**config.mk**
```make
export PLATFORM = sky130hd
export DESIGN_NAME = bs_vector_sequencer_flat
export DESIGN_NICKNAME = d
export VERILOG_FILES = /design/src/rtl/bs_vector_sequencer_if.sv /design/src/rtl/bs_vector_sequencer.sv /design/src/flat_wrapper.sv
export SDC_FILE = /design/constraint.sdc
export NUM_CORES = 1
export LEC_CHECK = 0
export ABC_AREA = 1
export CAP_MARGIN = 10
export CORE_UTILIZATION = 47
export DETAILED_ROUTE_END_ITERATION = 6
export DONT_BUFFER_PORTS = 1
export GPL_TIMING_DRIVEN = 0
export PLACE_DENSITY = 0.63
export SLEW_MARGIN = 0
export SYNTH_ARGS = -nofsm -noshare
export SYNTH_HDL_FRONTEND = slang
export SYNTH_SLANG_ARGS = --single-unit
export TNS_END_PERCENT = 1
```
**constraint.sdc**
```tcl
create_clock -name clk -period 1.8 [get_ports clk]
set_input_delay 0.36 -clock clk [delete_from_list [all_inputs] [get_ports clk]]
set_output_delay 0.36 -clock clk [all_outputs]
set_load 0.03 [all_outputs]
```
**src/rtl/bs_vector_sequencer_if.sv**
```systemverilog
// Handshake/bus bundle between the vector sequencer, its BRAM and the barrel shifter.
// master = sequencer side, slave = the surrounding lab top / bench side.
interface bs_vector_sequencer_if #(
    parameter int DATA_W  = 8,
    parameter int SHIFT_W = 3,
    parameter int ADDR_W  = 3
);
    logic                      start_stop;
    logic                      left_right;
    logic                      rotate;
    logic                      one_shot;
    logic [DATA_W+SHIFT_W-1:0] douta;
    logic                      ena;
    logic [ADDR_W-1:0]         addra;
    logic [DATA_W-1:0]         in1;
    logic [SHIFT_W-1:0]        shift;
    logic                      LR;
    logic                      ROT;
    logic                      out_valid;
    logic                      busy;
    logic                      done;

    modport master (
        input  start_stop, left_right, rotate, one_shot, douta,
        output ena, addra, in1, shift, LR, ROT, out_valid, busy, done
    );

    modport slave (
        output start_stop, left_right, rotate, one_shot, douta,
        input  ena, addra, in1, shift, LR, ROT, out_valid, busy, done
    );
endinterface

```
**src/rtl/bs_vector_sequencer.sv**
```systemverilog
// Sweeps packed {data, shift} vectors out of a single-port BRAM into the barrel-shifter
// operand registers. Define BS_SEQ_STEP_EN to add a `step` input that gates each issue.
module bs_vector_sequencer #(
    parameter int DATA_W  = 8,
    parameter int SHIFT_W = 3,
    parameter int ADDR_W  = 3,
    parameter int DEPTH   = 8,
    parameter int RD_LAT  = 1
) (
    input  logic            clk,
    input  logic            rst,
`ifdef BS_SEQ_STEP_EN
    input  logic            step,
`endif
    bs_vector_sequencer_if.master bus
);

    localparam logic [ADDR_W-1:0]  LAST_ADDR = ADDR_W'(DEPTH - 1);
    localparam bit                 DATA_POW2 = (DATA_W & (DATA_W - 1)) == 0;
    localparam logic [SHIFT_W-1:0] SHIFT_MAX = SHIFT_W'(DATA_W - 1);

    typedef enum logic [1:0] {S_IDLE, S_RUN, S_DRAIN, S_DONE} state_t;

    state_t              state, state_nxt;
    logic [ADDR_W-1:0]   addr_q, addr_nxt;
    logic                os_q, os_nxt;
    logic                fin_q, fin_nxt;
    logic                step_ok;
    logic                issue;

    logic [RD_LAT-1:0]   vld_pipe, lr_pipe, rot_pipe;
    logic [RD_LAT-1:0]   vld_nxt, lr_nxt, rot_nxt;
    logic                pipe_empty_nxt;
    logic                tail;

    logic [DATA_W-1:0]   in1_r;
    logic [SHIFT_W-1:0]  shift_r;
    logic                lr_r, rot_r, ov_r;
    logic [SHIFT_W-1:0]  shf_raw, shf_cap;

`ifdef BS_SEQ_STEP_EN
    assign step_ok = step;
`else
    assign step_ok = 1'b1;
`endif

    // Kept outside the FSM process so the drain test below has no loop through it.
    assign issue = (state == S_RUN) && step_ok;

    // Mode bits ride alongside the read so they meet their own vector at capture.
    if (RD_LAT == 1) begin : g_lat1
        assign vld_nxt = issue;
        assign lr_nxt  = bus.left_right;
        assign rot_nxt = bus.rotate;
    end else begin : g_latn
        assign vld_nxt = {vld_pipe[RD_LAT-2:0], issue};
        assign lr_nxt  = {lr_pipe[RD_LAT-2:0],  bus.left_right};
        assign rot_nxt = {rot_pipe[RD_LAT-2:0], bus.rotate};
    end

    assign pipe_empty_nxt = (vld_nxt == '0);
    assign tail           = vld_pipe[RD_LAT-1];

    always_ff @(posedge clk or posedge rst) begin
        if (rst) begin
            vld_pipe <= '0;
            lr_pipe  <= '0;
            rot_pipe <= '0;
        end else begin
            vld_pipe <= vld_nxt;
            lr_pipe  <= lr_nxt;
            rot_pipe <= rot_nxt;
        end
    end

    always_ff @(posedge clk or posedge rst) begin
        if (rst) begin
            state  <= S_IDLE;
            addr_q <= '0;
            os_q   <= 1'b0;
            fin_q  <= 1'b0;
        end else begin
            state  <= state_nxt;
            addr_q <= addr_nxt;
            os_q   <= os_nxt;
            fin_q  <= fin_nxt;
        end
    end

    always_comb begin
        state_nxt = state;
        addr_nxt  = addr_q;
        os_nxt    = os_q;
        fin_nxt   = fin_q;
        unique case (state)
            S_IDLE: begin
                addr_nxt = '0;
                if (bus.start_stop) begin
                    state_nxt = S_RUN;
                    os_nxt    = bus.one_shot;
                    fin_nxt   = 1'b0;
                end
            end
            S_RUN: begin
                if (issue) begin
                    if (addr_q == LAST_ADDR) begin
                        // One-shot parks on the last address until the drain finishes.
                        if (os_q) fin_nxt  = 1'b1;
                        else      addr_nxt = '0;
                    end else begin
                        addr_nxt = addr_q + 1'b1;
                    end
                end
                if (!bus.start_stop || (issue && os_q && addr_q == LAST_ADDR))
                    state_nxt = S_DRAIN;
            end
            S_DRAIN: begin
                if (pipe_empty_nxt) begin
                    state_nxt = fin_q ? S_DONE : S_IDLE;
                    addr_nxt  = '0;
                end
            end
            S_DONE: begin
                addr_nxt = '0;
                if (!bus.start_stop) state_nxt = S_IDLE;
            end
            default: state_nxt = S_IDLE;
        endcase
    end

    assign shf_raw = bus.douta[SHIFT_W-1:0];

    // A non-power-of-two word cannot use the top shift codes; pin them to the widest legal shift.
    always_comb begin
        shf_cap = shf_raw;
        if (!DATA_POW2 && (32'(shf_raw) > 32'(DATA_W - 1)))
            shf_cap = SHIFT_MAX;
    end

    always_ff @(posedge clk or posedge rst) begin
        if (rst) begin
            in1_r   <= '0;
            shift_r <= '0;
            lr_r    <= 1'b0;
            rot_r   <= 1'b0;
            ov_r    <= 1'b0;
        end else begin
            ov_r <= tail;
            if (tail) begin
                in1_r   <= bus.douta[DATA_W+SHIFT_W-1:SHIFT_W];
                shift_r <= shf_cap;
                lr_r    <= lr_pipe[RD_LAT-1];
                rot_r   <= rot_pipe[RD_LAT-1];
            end
        end
    end

    assign bus.ena       = issue;
    assign bus.addra     = addr_q;
    assign bus.in1       = in1_r;
    assign bus.shift     = shift_r;
    assign bus.LR        = lr_r;
    assign bus.ROT       = rot_r;
    assign bus.out_valid = ov_r;
    assign bus.busy      = (state == S_RUN) || (state == S_DRAIN);
    assign bus.done      = (state == S_DONE);

endmodule

```
**src/flat_wrapper.sv**
```systemverilog
// flat-port wrapper written by rule: the top's interface ports become plain ports
module bs_vector_sequencer_flat 
#(
    parameter int DATA_W  = 8,
    parameter int SHIFT_W = 3,
    parameter int ADDR_W  = 3,
    parameter int DEPTH   = 8,
    parameter int RD_LAT  = 1
)
  (clk, rst, bus_start_stop, bus_left_right, bus_rotate, bus_one_shot, bus_douta, bus_ena, bus_addra, bus_in1, bus_shift, bus_LR, bus_ROT, bus_out_valid, bus_busy, bus_done);
  bs_vector_sequencer_if #(.DATA_W(DATA_W), .SHIFT_W(SHIFT_W), .ADDR_W(ADDR_W)) bus_i ();
  input  logic clk;
  input  logic rst;
  input wire logic [$bits(bus_i.start_stop)-1:0] bus_start_stop;
  input wire logic [$bits(bus_i.left_right)-1:0] bus_left_right;
  input wire logic [$bits(bus_i.rotate)-1:0] bus_rotate;
  input wire logic [$bits(bus_i.one_shot)-1:0] bus_one_shot;
  input wire logic [$bits(bus_i.douta)-1:0] bus_douta;
  output wire logic [$bits(bus_i.ena)-1:0] bus_ena;
  output wire logic [$bits(bus_i.addra)-1:0] bus_addra;
  output wire logic [$bits(bus_i.in1)-1:0] bus_in1;
  output wire logic [$bits(bus_i.shift)-1:0] bus_shift;
  output wire logic [$bits(bus_i.LR)-1:0] bus_LR;
  output wire logic [$bits(bus_i.ROT)-1:0] bus_ROT;
  output wire logic [$bits(bus_i.out_valid)-1:0] bus_out_valid;
  output wire logic [$bits(bus_i.busy)-1:0] bus_busy;
  output wire logic [$bits(bus_i.done)-1:0] bus_done;
  assign bus_i.start_stop = bus_start_stop;
  assign bus_i.left_right = bus_left_right;
  assign bus_i.rotate = bus_rotate;
  assign bus_i.one_shot = bus_one_shot;
  assign bus_i.douta = bus_douta;
  assign bus_ena = bus_i.ena;
  assign bus_addra = bus_i.addra;
  assign bus_in1 = bus_i.in1;
  assign bus_shift = bus_i.shift;
  assign bus_LR = bus_i.LR;
  assign bus_ROT = bus_i.ROT;
  assign bus_out_valid = bus_i.out_valid;
  assign bus_busy = bus_i.busy;
  assign bus_done = bus_i.done;
  bs_vector_sequencer #(.DATA_W(DATA_W), .SHIFT_W(SHIFT_W), .ADDR_W(ADDR_W), .DEPTH(DEPTH), .RD_LAT(RD_LAT)) u_core (.clk(clk), .rst(rst), .bus(bus_i));
endmodule
```
==> metrics.md <==
| Metric | Value |
|---|---|
| Status | completed |
| Number of global-route vias before repair | 601 |
| First-pass GRT wire length | 2.50 mm |
| Combinational power share | 32.7% |
| Adder-cell share of the synthesized area | 9.33% |
| Largest family of logic cells by synthesized area | multiplexers |
| Vias | 607 |
| Ports | 37 |
| Final setup viols | 0 |
| Worst path top cell family by delay | flip-flops |
| CP max FO | 5 |
| Clk pwr share | 11.4% |
| Setup TNS | 0 ns |
| Worst path arrival time | 1.33 ns |
| Worst path slowest cell | dfrtp_1 |
| DR WL/cell | 12.7 µm |
| Initial Util | 52.0% |
| Width of the chip | 49.8 µm |
| CP bufs+invs | 1 |
| Initial antenna violation count | 0 |
| Synth Register Bits | 24 |
| Number of buffers on the longest clock path | 2 |
| Global route hottest layer | met2 |
| Worst stage delay on the critical path | 0.45 ns |
| GR Overflow Total | 0 |
| Port Buffers | 0 |
| Post-DP HPWL | 1.12 mm |
| Top-area cell type share of the netlist area | 56.0% |
| Leakage power | 0.566 nW |
| Row count | 16 |
| Top cells by area, synth | dfrtp_1 (56%), mux2_4 (14%), ha_1 (9.3%) |
| Leading cell type in the layout, fill and taps excluded | dfrtp_1 |
| DRC Markers | 0 |
| Core area | 0.00206 mm² |
| GRT met1 Usage | 16.9% |
| # diodes | 0 |
| Grt met3 use | 2.47% |
| Mapped Nets | 112 |
| Die ar. | 0.00248 mm² |
| Area grow syn2layout | 7.00% |
| Count of different cell masters after synthesis | 11 |
| Crit path kind | register to output port |
| Post-Synth XOR/XNOR Area | 0% |
| Post-DRT Antenna Nets | 0 |
| Fin crit share | 93.6% |
| Skew-Pair Late Insertion Delay | 0.30 ns |
| RSZ-0062 raised after global routing | no |
| Initial drt markers | 4 |
| Layout Utilization | 55.6% |
| Die Height | 49.8 µm |
| CP endpoint kind | output port |
| Peak VDD IR | 0.904 mV |
| P per Cell Area | 2080 mW/mm² |
| Placed inst area | 0.00111 mm² |
| CP Cell Sequence | inv_1 > ha_2 |
| Final wirelength | 1.50 mm |
| Largest net degree at the start of global routing | 25 |
| Power Internal | 0.00130 W |
| CP startpoint kind | register |
| CTS clk-pin slew, worst paths | 0.12 ns |
| H-tree depth | 1 |
| Max-cap violations | 0 |
| Final clock skew | 0.00465 ns |
| Root buf cell | clkbuf_4 |
| Syn Inst Count | 87 |
| Num CTS Buffers | 3 |
| Switching power | 0.00108 W |
| Layout cell share with drive strength beyond 1 | 22.0% |
| Num Clock Sinks | 24 |
| Power consumption | 0.00238 W |
| RD Place Congestion | 0.768 |
| Mapped Avg Cell Area | 12.3 µm² |
| Fin. Hold Viols | 0 |
| Simple-Gate Fraction of Synth Area | 10.2% |
| DR vias/cell | 5.14 |
| Worst Max-Slew Pin Slew | 0.852 ns |
| Slew Viols, Final | 0 |
| Min Tclk post-route | 1.69 ns |
| Post-synthesis mux area share | 17.2% |
| Met2 usage | 21.4% |
| HP Class | primary input to register |
| Slew HR | 43.2% |
| Synth Area in Compound Gates | 2.80% |
| TritonRoute pass-1 iters | 3 |
| Area of all placed cells without fillers | 0.00115 mm² |
| Commonest non-fill, non-tap cells in the layout | dfrtp_1 (24), nand2_1 (15), mux2_4 (10), inv_1 (10), nand3_1 (8) |
| Fmax | 0.593 GHz |
| Synth area leader | dfrtp_1 |
| CTS tree | yes |
| Sw Share | 45.3% |
| Seq/Total Area, Yosys | 56.0% |
| Sequential power share | 56.0% |
| Ys Warns | 0 |
| Worst path required time | 1.44 ns |
| # nets final | 117 |
| Netlist Area Pre-Place | 0.00107 mm² |
| Gr usage total | 13.5% |
| FILL cells | 178 |
[Yosys cell counts, drive strengths merged]
| cell type | n |
|---|---|
| nand2 | 15 |
| buf | 1 |
| dfrtp | 24 |
| nand4 | 2 |
| o21ai | 4 |
| ha | 8 |
| nand3 | 8 |
| a21oi | 2 |
| mux2 | 13 |
| inv | 10 |
[path summary, 6_finish.rpt]
| kind | slack [ns] | from | depth (start not counted) | end |
|---|---|---|---|---|
| max reg2reg | 0.30 | u_core.bus.addra[0]$_DFFE_PP0P_ | 7 | u_core.state[0]$_DFFE_PP0P_ |
| min in group asynchronous | 0.10 | rst | 1 | u_core.bus.in1[7]$_DFFE_PP0P_ |
| max | 0.11 | u_core.state[1]$_DFFE_PP0P_ | 2 | bus_busy |
| max in group asynchronous | 1.17 | rst | 1 | u_core.state[0]$_DFFE_PP0P_ |
| min reg2reg | 0.49 | u_core.lr_pipe$_DFF_PP0_ | 1 | u_core.bus.LR$_DFFE_PP0P_ |
| min | 0.07 | bus_rotate | 0 | u_core.rot_pipe$_DFF_PP0_ |
[power groups by stage]
stage | sequential [W] | combinational [W] | clock, W
3_3_place_gp | 0.00134 | 0.000754 | 0
4_1_cts | 0.00134 | 0.000779 | 0.000284
2_1_floorplan | 0.00130 | 0.000690 | 0
5_1_grt | 0.00136 | 0.000866 | 0.000311
6_report | 0.00133 | 0.000778 | 0.000271
3_5_place_dp | 0.00135 | 0.000774 | 0
[stage by stage]
step                      setup WS [ns]  instances  hold slack (ns)
after floorplan                   0.389         87            0.375
after global placement            0.227        114            0.391
after detailed placement          0.210        114            0.391
after CTS                        0.0189        118           0.0565
after global routing             0.0249        118           0.0366
final                             0.115        118           0.0698
[area by class of cell]
class                           count  area [µm²]  area share [%]
Buffer                              1        11.3           0.981
Clock buffer                        4        36.3            3.16
Inverter                           10        37.5            3.27
Multi-Input combinational cell     52         428            37.3
Sequential cell                    24         601            52.3
Tap cell                           27        33.8            2.94
[routing by layer]
layer | up-vias | part of all wire [%]
met4 | 0 | 1.3
met1 | 286 | 50
met5 | - | 0
met3 | 2 | 6.5
li1 | 294 | -
met2 | 25 | 42
[worst reg2reg max path, stage by stage, from the launching register on]
cell	delay (ns)
dfrtp_1	0.54
ha_1	0.27
ha_1	0.20
nand2_1	0.09
nand3_1	0.11
nand3_1	0.12
nand2_1	0.05
nand2_1	0.06
[registers in the layout, indices dropped and copies added (netlist names)]
register,flops
u_core.fin_q,1
u_core.tail,1
u_core.rot_pipe,1
u_core.lr_pipe,1
u_core.bus.shift,3
u_core.bus.out_valid,1
u_core.os_q,1
u_core.bus.addra,3
u_core.state,2
u_core.bus.LR,1
u_core.bus.ROT,1
u_core.bus.in1,8
[cell families (layout without fill, tap and decap cells)]
kind of cell | Yosys count | in the layout
muxes | 13 | 13
and+or+nand+nor | 25 | 25
AOI/OAI and AO/OA | 6 | 6
buffers and inverters | 11 | 15
adders and majority gates | 8 | 8
DFF | 24 | 24
[repair_timing]
| item | in CTS | in global routing |
|---|---|---|
| gates resized for setup | 0 | 2 |
| endpoints found under the setup margin | 0 | 2 |
| endpoints found under the hold margin | 0 | 0 |
| hold buffers | 0 | 0 |
| setup buffers | 0 | 0 |
No activity file was read; power rests on OpenSTA's default activity.
